File: config.mk
export PLATFORM = sky130hd
export DESIGN_NAME = control_sequencer_flat
export DESIGN_NICKNAME = d
export VERILOG_FILES = /design/src/rtl/control_sequencer_pkg.sv /design/src/rtl/control_sequencer_if.sv /design/src/rtl/control_sequencer_reg_select_decoder.sv /design/src/rtl/control_sequencer.sv /design/src/flat_wrapper.sv
export SDC_FILE = /design/constraint.sdc
export NUM_CORES = 1
export LEC_CHECK = 0
export CORE_MARGIN = 2
export CORE_UTILIZATION = 30
export CTS_CLUSTER_SIZE = 30
export DETAILED_ROUTE_END_ITERATION = 7
export HOLD_SLACK_MARGIN = 0.08
export PLACE_DENSITY = 0.86
export SYNTH_ARGS = -nofsm -noshare
export SYNTH_HDL_FRONTEND = slang
export SYNTH_SLANG_ARGS = --single-unit
File: constraint.sdc
create_clock -name clock -period 5.15 [get_ports clock]
set_input_delay 1.545 -clock clock [delete_from_list [all_inputs] [get_ports clock]]
set_output_delay 1.545 -clock clock [all_outputs]
set_load 0.05 [all_outputs]
File: src/rtl/control_sequencer_pkg.sv
// Shared definitions for the hardwired control sequencer.
//   - state_e     : sequencer state encoding (RST, T0..T6, HALT)
//   - op_class_e  : instruction class derived from the opcode
//   - OP_*        : opcode values, shared with the DataPath/ALU for alu_op
//   - IR field positions and extraction helpers
package control_sequencer_pkg;

    typedef enum logic [3:0] {
        S_RST  = 4'd0,
        S_T0   = 4'd1,
        S_T1   = 4'd2,
        S_T2   = 4'd3,
        S_T3   = 4'd4,
        S_T4   = 4'd5,
        S_T5   = 4'd6,
        S_T6   = 4'd7,
        S_HALT = 4'd8
    } state_e;

    typedef enum logic [2:0] {
        C_RTYPE,
        C_IMM,
        C_MULDIV,
        C_UNARY,
        C_NOP,
        C_HALT,
        C_ILLEGAL
    } op_class_e;

    localparam logic [4:0] OP_ADD  = 5'b00011;
    localparam logic [4:0] OP_SUB  = 5'b00100;
    localparam logic [4:0] OP_AND  = 5'b00101;
    localparam logic [4:0] OP_OR   = 5'b00110;
    localparam logic [4:0] OP_ROR  = 5'b00111;
    localparam logic [4:0] OP_ROL  = 5'b01000;
    localparam logic [4:0] OP_SHR  = 5'b01001;
    localparam logic [4:0] OP_SHRA = 5'b01010;
    localparam logic [4:0] OP_SHL  = 5'b01011;
    localparam logic [4:0] OP_ADDI = 5'b01100;
    localparam logic [4:0] OP_ANDI = 5'b01101;
    localparam logic [4:0] OP_ORI  = 5'b01110;
    localparam logic [4:0] OP_DIV  = 5'b01111;
    localparam logic [4:0] OP_MUL  = 5'b10000;
    localparam logic [4:0] OP_NEG  = 5'b10001;
    localparam logic [4:0] OP_NOT  = 5'b10010;
    localparam logic [4:0] OP_NOP  = 5'b11010;
    localparam logic [4:0] OP_HALT = 5'b11011;

    localparam int OP_LSB = 27;
    localparam int RA_LSB = 23;
    localparam int RB_LSB = 19;
    localparam int RC_LSB = 15;

    function automatic logic [4:0] ir_op(input logic [31:0] ir);
        return ir[OP_LSB +: 5];
    endfunction

    function automatic logic [3:0] ir_ra(input logic [31:0] ir);
        return ir[RA_LSB +: 4];
    endfunction

    function automatic logic [3:0] ir_rb(input logic [31:0] ir);
        return ir[RB_LSB +: 4];
    endfunction

    function automatic logic [3:0] ir_rc(input logic [31:0] ir);
        return ir[RC_LSB +: 4];
    endfunction

    function automatic op_class_e op_class(input logic [4:0] op);
        op_class_e c;
        case (op)
            OP_ADD, OP_SUB, OP_AND, OP_OR, OP_ROR,
            OP_ROL, OP_SHR, OP_SHRA, OP_SHL:       c = C_RTYPE;
            OP_ADDI, OP_ANDI, OP_ORI:              c = C_IMM;
            OP_MUL, OP_DIV:                        c = C_MULDIV;
            OP_NEG, OP_NOT:                        c = C_UNARY;
            OP_NOP:                                c = C_NOP;
            OP_HALT:                               c = C_HALT;
            default:                               c = C_ILLEGAL;
        endcase
        return c;
    endfunction

endpackage

File: src/rtl/control_sequencer_if.sv
// Control bundle between the sequencer and the DataPath.
//   master : sequencer side (reads ir/mem_ready, drives every strobe)
//   slave  : DataPath side (drives ir/mem_ready, receives strobes)
interface control_sequencer_if #(parameter int NREG = 16);
    logic [31:0]     ir;
    logic            mem_ready;
    logic            pc_out, mdr_out, zhigh_out, zlow_out, hi_out, lo_out, c_out;
    logic            pc_in, mar_in, mdr_in, ir_in, y_in, hi_in, lo_in;
    logic            zhigh_in, zlow_in, inc_pc, read;
    logic [4:0]      alu_op;
    logic [NREG-1:0] r_in;
    logic [NREG-1:0] r_out;
    logic            run;
    logic            illegal;

    modport master (
        input  ir, mem_ready,
        output pc_out, mdr_out, zhigh_out, zlow_out, hi_out, lo_out, c_out,
               pc_in, mar_in, mdr_in, ir_in, y_in, hi_in, lo_in,
               zhigh_in, zlow_in, inc_pc, read, alu_op, r_in, r_out, run, illegal
    );

    modport slave (
        output ir, mem_ready,
        input  pc_out, mdr_out, zhigh_out, zlow_out, hi_out, lo_out, c_out,
               pc_in, mar_in, mdr_in, ir_in, y_in, hi_in, lo_in,
               zhigh_in, zlow_in, inc_pc, read, alu_op, r_in, r_out, run, illegal
    );
endinterface

File: src/rtl/control_sequencer_reg_select_decoder.sv
// reg_select_decoder: turns a 4-bit register field into a one-hot GPR enable.
//   field  : register number
//   en     : when 0 the output is all zeros
//   onehot : NREG-wide one-hot select (zero if field addresses no GPR)
module reg_select_decoder #(
    parameter int NREG = 16
) (
    input  logic [3:0]      field,
    input  logic            en,
    output logic [NREG-1:0] onehot
);
    always_comb begin
        onehot = '0;
        if (en && (int'(field) < NREG)) begin
            onehot = NREG'(1) << field;
        end
    end
endmodule

File: src/rtl/control_sequencer.sv
// control_sequencer: hardwired Moore control unit for the DataPath.
// Runs fetch (T0-T2), then the execute steps of the decoded instruction class.
//   clock : single clock, all state changes on posedge
//   clear : synchronous active-high reset to RST
//   bus   : master side of control_sequencer_if (ir/mem_ready in, strobes out)
// Outputs decode from the registered state plus ir only; mem_ready only
// steers the next state, so it never reaches an output combinationally.
module control_sequencer
    import control_sequencer_pkg::*;
#(
    parameter int NREG = 16,
    parameter int OPW  = 5
) (
    input  logic                 clock,
    input  logic                 clear,
    control_sequencer_if.master  bus
);
    state_e         state_q, state_d;
    logic [OPW-1:0] op;
    op_class_e      cls;
    logic [3:0]     ra, rb, rc;
    logic [3:0]     rin_sel, rout_sel;
    logic           rin_en, rout_en;

    assign op  = OPW'(ir_op(bus.ir));
    assign cls = op_class(5'(op));
    assign ra  = ir_ra(bus.ir);
    assign rb  = ir_rb(bus.ir);
    assign rc  = ir_rc(bus.ir);

    always_comb begin
        state_d = state_q;
        case (state_q)
            S_RST:  state_d = S_T0;
            S_T0:   state_d = S_T1;
            S_T1:   if (bus.mem_ready) state_d = S_T2;
            S_T2:   state_d = S_T3;
            S_T3: begin
                case (cls)
                    C_HALT:             state_d = S_HALT;
                    C_NOP, C_ILLEGAL:   state_d = S_T0;
                    default:            state_d = S_T4;
                endcase
            end
            S_T4:   state_d = (cls == C_UNARY) ? S_T0 : S_T5;
            S_T5:   state_d = (cls == C_MULDIV) ? S_T6 : S_T0;
            S_T6:   state_d = S_T0;
            S_HALT: state_d = S_HALT;
            default: state_d = S_RST;
        endcase
        if (clear) state_d = S_RST;
    end

    always_ff @(posedge clock) begin
        state_q <= state_d;
    end

    always_comb begin
        bus.pc_out = 1'b0; bus.mdr_out = 1'b0; bus.zhigh_out = 1'b0;
        bus.zlow_out = 1'b0; bus.hi_out = 1'b0; bus.lo_out = 1'b0;
        bus.c_out = 1'b0; bus.pc_in = 1'b0; bus.mar_in = 1'b0;
        bus.mdr_in = 1'b0; bus.ir_in = 1'b0; bus.y_in = 1'b0;
        bus.hi_in = 1'b0; bus.lo_in = 1'b0; bus.zhigh_in = 1'b0;
        bus.zlow_in = 1'b0; bus.inc_pc = 1'b0; bus.read = 1'b0;
        bus.alu_op = 5'b00000;
        bus.illegal = 1'b0;
        bus.run = 1'b0;
        rin_en = 1'b0; rin_sel = ra;
        rout_en = 1'b0; rout_sel = rb;
        case (state_q)
            S_T0: begin
                bus.run = 1'b1;
                bus.pc_out = 1'b1; bus.mar_in = 1'b1;
                bus.inc_pc = 1'b1; bus.pc_in = 1'b1;
            end
            S_T1: begin
                bus.run = 1'b1;
                bus.read = 1'b1; bus.mdr_in = 1'b1;
            end
            S_T2: begin
                bus.run = 1'b1;
                bus.mdr_out = 1'b1; bus.ir_in = 1'b1;
            end
            S_T3: begin
                bus.run = 1'b1;
                case (cls)
                    C_RTYPE, C_IMM: begin
                        rout_en = 1'b1; bus.y_in = 1'b1;
                    end
                    C_MULDIV: begin
                        rout_en = 1'b1; rout_sel = ra; bus.y_in = 1'b1;
                    end
                    C_UNARY: begin
                        rout_en = 1'b1; bus.alu_op = 5'(op); bus.zlow_in = 1'b1;
                    end
                    C_ILLEGAL: bus.illegal = 1'b1;
                    default: ;
                endcase
            end
            S_T4: begin
                bus.run = 1'b1;
                case (cls)
                    C_RTYPE: begin
                        rout_en = 1'b1; rout_sel = rc;
                        bus.alu_op = 5'(op); bus.zlow_in = 1'b1;
                    end
                    C_IMM: begin
                        bus.c_out = 1'b1; bus.alu_op = 5'(op); bus.zlow_in = 1'b1;
                    end
                    C_MULDIV: begin
                        rout_en = 1'b1; bus.alu_op = 5'(op);
                        bus.zhigh_in = 1'b1; bus.zlow_in = 1'b1;
                    end
                    C_UNARY: begin
                        bus.zlow_out = 1'b1; rin_en = 1'b1;
                    end
                    default: ;
                endcase
            end
            S_T5: begin
                bus.run = 1'b1;
                bus.zlow_out = 1'b1;
                // mul/div park the low word in LO; everything else writes Ra.
                if (cls == C_MULDIV) bus.lo_in = 1'b1;
                else rin_en = 1'b1;
            end
            S_T6: begin
                bus.run = 1'b1;
                bus.zhigh_out = 1'b1; bus.hi_in = 1'b1;
            end
            default: ;
        endcase
    end

    reg_select_decoder #(.NREG(NREG)) u_rin_dec (
        .field  (rin_sel),
        .en     (rin_en),
        .onehot (bus.r_in)
    );

    reg_select_decoder #(.NREG(NREG)) u_rout_dec (
        .field  (rout_sel),
        .en     (rout_en),
        .onehot (bus.r_out)
    );
endmodule

File: src/flat_wrapper.sv
// flat-port wrapper written by rule: the top's interface ports become plain ports
module control_sequencer_flat import control_sequencer_pkg::*;
#(
    parameter int NREG = 16,
    parameter int OPW  = 5
)
  (clock, clear, bus_ir, bus_mem_ready, bus_pc_out, bus_mdr_out, bus_zhigh_out, bus_zlow_out, bus_hi_out, bus_lo_out, bus_c_out, bus_pc_in, bus_mar_in, bus_mdr_in, bus_ir_in, bus_y_in, bus_hi_in, bus_lo_in, bus_zhigh_in, bus_zlow_in, bus_inc_pc, bus_read, bus_alu_op, bus_r_in, bus_r_out, bus_run, bus_illegal);
  control_sequencer_if #(.NREG(NREG)) bus_i ();
  input  logic clock;
  input  logic clear;
  input wire logic [$bits(bus_i.ir)-1:0] bus_ir;
  input wire logic [$bits(bus_i.mem_ready)-1:0] bus_mem_ready;
  output wire logic [$bits(bus_i.pc_out)-1:0] bus_pc_out;
  output wire logic [$bits(bus_i.mdr_out)-1:0] bus_mdr_out;
  output wire logic [$bits(bus_i.zhigh_out)-1:0] bus_zhigh_out;
  output wire logic [$bits(bus_i.zlow_out)-1:0] bus_zlow_out;
  output wire logic [$bits(bus_i.hi_out)-1:0] bus_hi_out;
  output wire logic [$bits(bus_i.lo_out)-1:0] bus_lo_out;
  output wire logic [$bits(bus_i.c_out)-1:0] bus_c_out;
  output wire logic [$bits(bus_i.pc_in)-1:0] bus_pc_in;
  output wire logic [$bits(bus_i.mar_in)-1:0] bus_mar_in;
  output wire logic [$bits(bus_i.mdr_in)-1:0] bus_mdr_in;
  output wire logic [$bits(bus_i.ir_in)-1:0] bus_ir_in;
  output wire logic [$bits(bus_i.y_in)-1:0] bus_y_in;
  output wire logic [$bits(bus_i.hi_in)-1:0] bus_hi_in;
  output wire logic [$bits(bus_i.lo_in)-1:0] bus_lo_in;
  output wire logic [$bits(bus_i.zhigh_in)-1:0] bus_zhigh_in;
  output wire logic [$bits(bus_i.zlow_in)-1:0] bus_zlow_in;
  output wire logic [$bits(bus_i.inc_pc)-1:0] bus_inc_pc;
  output wire logic [$bits(bus_i.read)-1:0] bus_read;
  output wire logic [$bits(bus_i.alu_op)-1:0] bus_alu_op;
  output wire logic [$bits(bus_i.r_in)-1:0] bus_r_in;
  output wire logic [$bits(bus_i.r_out)-1:0] bus_r_out;
  output wire logic [$bits(bus_i.run)-1:0] bus_run;
  output wire logic [$bits(bus_i.illegal)-1:0] bus_illegal;
  assign bus_i.ir = bus_ir;
  assign bus_i.mem_ready = bus_mem_ready;
  assign bus_pc_out = bus_i.pc_out;
  assign bus_mdr_out = bus_i.mdr_out;
  assign bus_zhigh_out = bus_i.zhigh_out;
  assign bus_zlow_out = bus_i.zlow_out;
  assign bus_hi_out = bus_i.hi_out;
  assign bus_lo_out = bus_i.lo_out;
  assign bus_c_out = bus_i.c_out;
  assign bus_pc_in = bus_i.pc_in;
  assign bus_mar_in = bus_i.mar_in;
  assign bus_mdr_in = bus_i.mdr_in;
  assign bus_ir_in = bus_i.ir_in;
  assign bus_y_in = bus_i.y_in;
  assign bus_hi_in = bus_i.hi_in;
  assign bus_lo_in = bus_i.lo_in;
  assign bus_zhigh_in = bus_i.zhigh_in;
  assign bus_zlow_in = bus_i.zlow_in;
  assign bus_inc_pc = bus_i.inc_pc;
  assign bus_read = bus_i.read;
  assign bus_alu_op = bus_i.alu_op;
  assign bus_r_in = bus_i.r_in;
  assign bus_r_out = bus_i.r_out;
  assign bus_run = bus_i.run;
  assign bus_illegal = bus_i.illegal;
  control_sequencer #(.NREG(NREG), .OPW(OPW)) u_core (.clock(clock), .clear(clear), .bus(bus_i));
endmodule
Yosys cells after proc, flatten, opt, wreduce, memory -nomap -nowiden
Memory sizes are Yosys's and may differ from the RTL's.
Cells that the tools add are included.
{"block": "totals", "memories": 1, "latch_bits": 0, "mem_bits_rw": 0, "elab_cells": 62, "register_bits": 4, "output_inout_bits": 57, "rom_bits": 96}
{"name": "(name not given)", "words": 32, "width": 3, "rd": 1, "rd_ports_with_merged_regs": 0, "wr": 0, "line_no": "control_sequencer_pkg.sv:72", "rtl": "case (op)"}
{"block": "classes", "multipliers": 0, "reduce_logical": 8, "shift": 2, "div": 0, "n_eq_ne": 15, "bitwise_logic": 0, "addsub": 0, "muxes": 35, "order_cmp": 0}
{"op": "$mux W16", "count": 2}
{"op": "$pmux W4 S8", "count": 1}
{"op": "$shl A1 B4 Y16 const A", "count": 2}
{"op": "$mux W1", "count": 18}
{"op": "$eq A4 B3 Y1 const B", "count": 4}
{"op": "$pmux W4 S2", "count": 2}
{"op": "$mux W4", "count": 3}
{"op": "$mux W5", "count": 2}
{"op": "$pmux W5 S2", "count": 1}
{"op": "$eq A3 B3 Y1 const B", "count": 3}
{"op": "$eq A4 B2 Y1 const B", "count": 2}
{"op": "$pmux W1 S2", "count": 4}
{"op": "$reduce_or A7 Y1", "count": 1}
{"op": "$eq A3 B2 Y1 const B", "count": 2}
{"op": "$mux W3", "count": 2}
{"op": "$reduce_or A2 Y1", "count": 3}
{"op": "$eq A4 B1 Y1 const B", "count": 1}
{"op": "$eq A4 B4 Y1 const B", "count": 1}
{"op": "$logic_not A4 Y1", "count": 1}
{"op": "$reduce_or A4 Y1", "count": 1}
{"op": "$eq A3 B1 Y1 const B", "count": 1}
{"op": "$logic_not A3 Y1", "count": 1}
{"op": "$reduce_or A3 Y1", "count": 1}
{"op": "$ne A2 B2 Y1 const B", "count": 1}

Logic depth before layout (Yosys ltp)
An unclocked memory read counts as a cell.
{"block": "logic_depth", "word_depth": 6, "depth_mapped": 9, "ltp_nobuf": 7}

Modules after synthesis
A second synthesis with hierarchy kept.
{"block": "hier_totals", "cells_unflattened": 170, "area_unflattened_um2": 1123.6}
{"mod": "control_sequencer", "n_inst": 1, "cells_per_inst": 124, "area_per_inst_um2": 883.3, "seq_area_each_um2": 80.1}
{"mod": "reg_select_decoder", "n_inst": 2, "cells_per_inst": 23, "area_per_inst_um2": 120.1, "seq_area_each_um2": 0.0}

Least setup slack after synthesis
No wires, ideal clock.
{"block": "synth_path", "path_kind": "input to output", "from": "input bus_ir[27]", "to": "output bus_r_out[10]", "path_slack_ps": -1376, "path_buffers": 2, "t_required_ps": 3605, "stages": 9, "arrival_time_ps": 4981, "cell_sequence": "ha_1 > or4b_4 > o22a_4 > nand2_2 > a21oi_1 > or3_1 > buf_2 > buf_6 > nor4b_1"}
{"block": "synth_via", "elab_chain_len": 6, "elab_cells_between_ends": 15}
{"item": "from (decl)", "line_no": "flat_wrapper.sv:11", "rtl": "input wire logic [$bits(bus_i.ir)-1:0] bus_ir;"}
{"item": "$mem_v2 Z32 W3 (*)"}
{"item": "$eq A3 B1 Y1 (tied with other cells)", "line_no": "control_sequencer.sv:86", "rtl": "case (cls)"}
{"item": "$reduce_or A4 Y1 (no source line) (tied with other cells)"}
{"item": "$mux W1 (tied with other cells)", "line_no": "control_sequencer.sv:86"}
{"item": "$pmux W1 S2 / $shl A1 B4 Y16 (equally long branches)", "line_no": "control_sequencer.sv:70, control_sequencer_reg_select_decoder.sv:15"}
{"item": "$mux W16 (*)", "line_no": "control_sequencer_reg_select_decoder.sv:14", "rtl": "if (en && (int'(field) < NREG)) begin"}
{"item": "to (decl)", "line_no": "flat_wrapper.sv:33", "rtl": "output wire logic [$bits(bus_i.r_out)-1:0] bus_r_out;"}
Mark *: on every way between the ends. The rest lies on a longest branch, timed or not.

Final worst setup path
{"block": "layout_path", "from": "input bus_ir[27]", "to": "output bus_r_out[1]"}
The elaborated chain is that of the path after synthesis.

==> results.py <==
metrics = {
    "cts": {
        "cts_buffers": 3,
        "path_clk_slew_ps": 30,
        "ctsLongestPathBuffers": 2,
        "cts_hold_buffers": 0,
        "cts_tree": "done",
        "cts_root_buffer": "clkbuf_8",
        "numClockSinks": 4,
        "htreeDepth": 1,
        "worstSkewPairLatency_ps": 220,
    },
    "timing": {
        "finalSetupViolCount": 32,
        "post-route-min-period_ps": 5670,
        "drv_slew": 0,
        "slew_headroom_pct": 42.5,
        "rsz0062_at_grt": "true",
        "skew_ps": 0.145,
        "fin_crit_sh_pct": 110,
        "fmax_mhz": 176,
        "timing.final.ws_setup_ps": -516,
        "finalHoldViolCount": 0,
        "worst_pin_slew_ps": 854,
    },
    "critical_path": {
        "start_kind": "input pin",
        "startpoint": "bus_ir[27]",
        "path_class": "input pin to output pin",
        "worstPathMaxFanout": 5,
        "regToRegStartpoint": "u_core.state_q[0]$_SDFFE_PP0P_",
        "r2r-end": "u_core.state_q[1]$_SDFFE_PP0P_",
        "arrival_ps": 4120,
        "r2r_setup_slack_ps": 3010,
        "end_kind": "output pin",
        "r2r_cells": 4,
        "critPathRequiredTime_ps": 3610,
    },
    "power_and_ir_drop": {
        "vdd_drop_max_v": 0.000190,
        "power.leakage_nw": 1.39,
        "power_density_nw_per_um2": 112,
    },
    "logic_synthesis": {
        "syn_area_sq_um": 1130,
        "yosysWarnings": 0,
        "synth_edf_count": 0,
        "yosysMostFrequentCell": "nor2_1",
        "syn_inst": 174,
        "synth-seq-area-share_pct": 7.10,
        "synth_common_cells": "nor2_1, nand2_1, nor3_1",
        "synth.distinct_cells": 47,
        "synth_seq_cells": 4,
        "synth_top_area_cell": "nor2_1",
        "synthFlopType": "dfxtp_1",
        "synthArstFlopShare_pct": 0,
        "synthTopCellsByArea": "nor2_1, dfxtp_1, nor4b_1",
        "synth_top_area_share_pct": 7.99,
        "synth_area_per_cell_sq_um": 6.48,
    },
    "die": {
        "core_sq_um": 3630,
        "die_width_microns": 65.3,
        "rows": 22,
        "ios": 92,
        "fp.dieH_microns": 65.3,
        "die_area_sq_um": 4260,
        "initial_utilization_pct": 31.0,
    },
    "job": {
        "drv_cap": 0,
    },
    "outcome": {
        "violations": "setup timing",
        "outcome": "finished with violations",
    },
    "final_layout": {
        "nFillCells": 112,
        "fin_cells": 337,
        "largestRegisters": "u_core.state_q x4",
        "nets": 328,
        "syn_to_final_growth_pct": 199,
        "regMostFlops": "u_core.state_q",
        "fin_util_pct": 92.7,
        "largest_reg_flops": 4,
        "diodes": 0,
        "drive_gt1_share_pct": 60.9,
    },
    "grt": {
        "grt_max_degree": 17,
        "grt_pass1_wl_microns": 9780,
        "grt_use_total_pct": 29.4,
        "grt_overflow": 0,
        "grt_pass1_vias": 1950,
        "antenna_found_initial": 0,
    },
    "detailed_routing": {
        "first_pass_iters": 6,
        "drc": 0,
        "via_per_inst": 6.28,
        "wl_per_cell_microns": 24.6,
        "vias": 2118,
        "first_iter_violations": 154,
        "totalWireLength_microns": 8290,
        "antenna_left": 0,
    },
    "placement": {
        "gp_congestion": 0.847,
        "dp_cells": 312,
        "dp_hpwl_microns": 4210,
        "io_buffers": 74,
    },
    "worst_hold_path": {
        "hold-path-endpoint": "u_core.state_q[0]$_SDFFE_PP0P_",
        "worst_hold_path_type": "register to register",
        "hp-start": "u_core.state_q[2]$_SDFFE_PP0P_",
        "hold_depth": 1,
    },
}
==> cell families after synthesis <==
family | after synthesis | synth area share, %
and+or+nand+nor | 101 | 52.2
AOI/OAI and AO/OA | 36 | 22.6
muxes | 2 | 1.78
buffers and inverters | 28 | 13.8
other | 1 | 0.333
adders and majority gates | 2 | 2.22
DFF | 4 | 7.10
==> power by group <==
part	leakage, nW	internal (mW)	total [mW]	switching, mW
logic	1.33	0.115	0.263	0.148
clock network	0.0216	0.0500	0.0683	0.0183
registers	0.0328	0.0338	0.0446	0.0108
total	1.39	0.199	0.376	0.178
==> worst max-delay path by stage <==
stage,cells past startpoint,endpoint
4_1_cts,10,bus_r_out[3]
3_5_place_dp,12,bus_r_out[13]
5_1_grt,12,bus_r_out[11]
2_1_floorplan,7,bus_r_in[11]
6_report,12,bus_r_out[1]
3_3_place_gp,12,bus_r_out[12]
==> critical path: stages <==
cell and delay (ps):
buf_8 100, ha_4 160, buf_4 140, nor4b_2 300, o21bai_1 170, a21oi_4 280
buf_6 160, mux2i_2 90, or3b_4 440, buf_8 160, nor4b_4 370, buf_12 180
==> routing by layer <==
layer	vias to the layer above	GRT usage, %	part of all wire (%)
li1	863	-	-
met1	992	32.2	36
met2	204	53.6	48
met3	59	5.14	10
met4	0	15.6	6.3
met5	-	0	0
==> layout make-up <==
class	instances	area (sq um)	share of cell area (%)
Clock buffer	3	41.3	1.23
Inverter	7	26.3	0.780
Multi-Input combinational cell	143	1410	42.0
Sequential cell	4	80.1	2.38
Tap cell	48	60.1	1.78
Timing Repair Buffer	132	1750	51.9
==> cell usage in the layout (no fill, tap or decap), drive strengths merged, types with 4 or more instances in the layout <==
| cell | n |
|---|---|
| dfxtp | 4 |
| a21oi | 9 |
| nor4b | 7 |
| clkbuf | 5 |
| nand2 | 14 |
| nor4bb | 5 |
| nor2b | 5 |
| inv | 7 |
| clkdlybuf4s50 | 25 |
| or3 | 6 |
| nor3 | 12 |
| nor2 | 24 |
| and2 | 6 |
| buf | 103 |
| nor4 | 4 |
| o21ai | 7 |
==> metrics by stage <==
step / setup slack (ps) / power [mW] / cell area [sq um] / hold slack, ps / TNS, ps
2_1_floorplan: -361 / 0.179 / 1430 / 620 / -8400
3_3_place_gp: -738 / 0.234 / 2800 / 579 / -23490
3_5_place_dp: -818 / 0.242 / 2800 / 591 / -26250
4_1_cts: -380 / 0.327 / 3100 / 592 / -9540
5_1_grt: -562 / 0.386 / 3370 / 687 / -14570
6_report: -516 / 0.376 / 3370 / 654 / -12560
==> what timing repair did <==
item	CTS	global route
setup buffers	9	12
gates cloned	0	2
pin swaps	23	28
resized for setup	63	31
endpoints found under the setup margin	43	37
(Power assumes the default switching activity.)
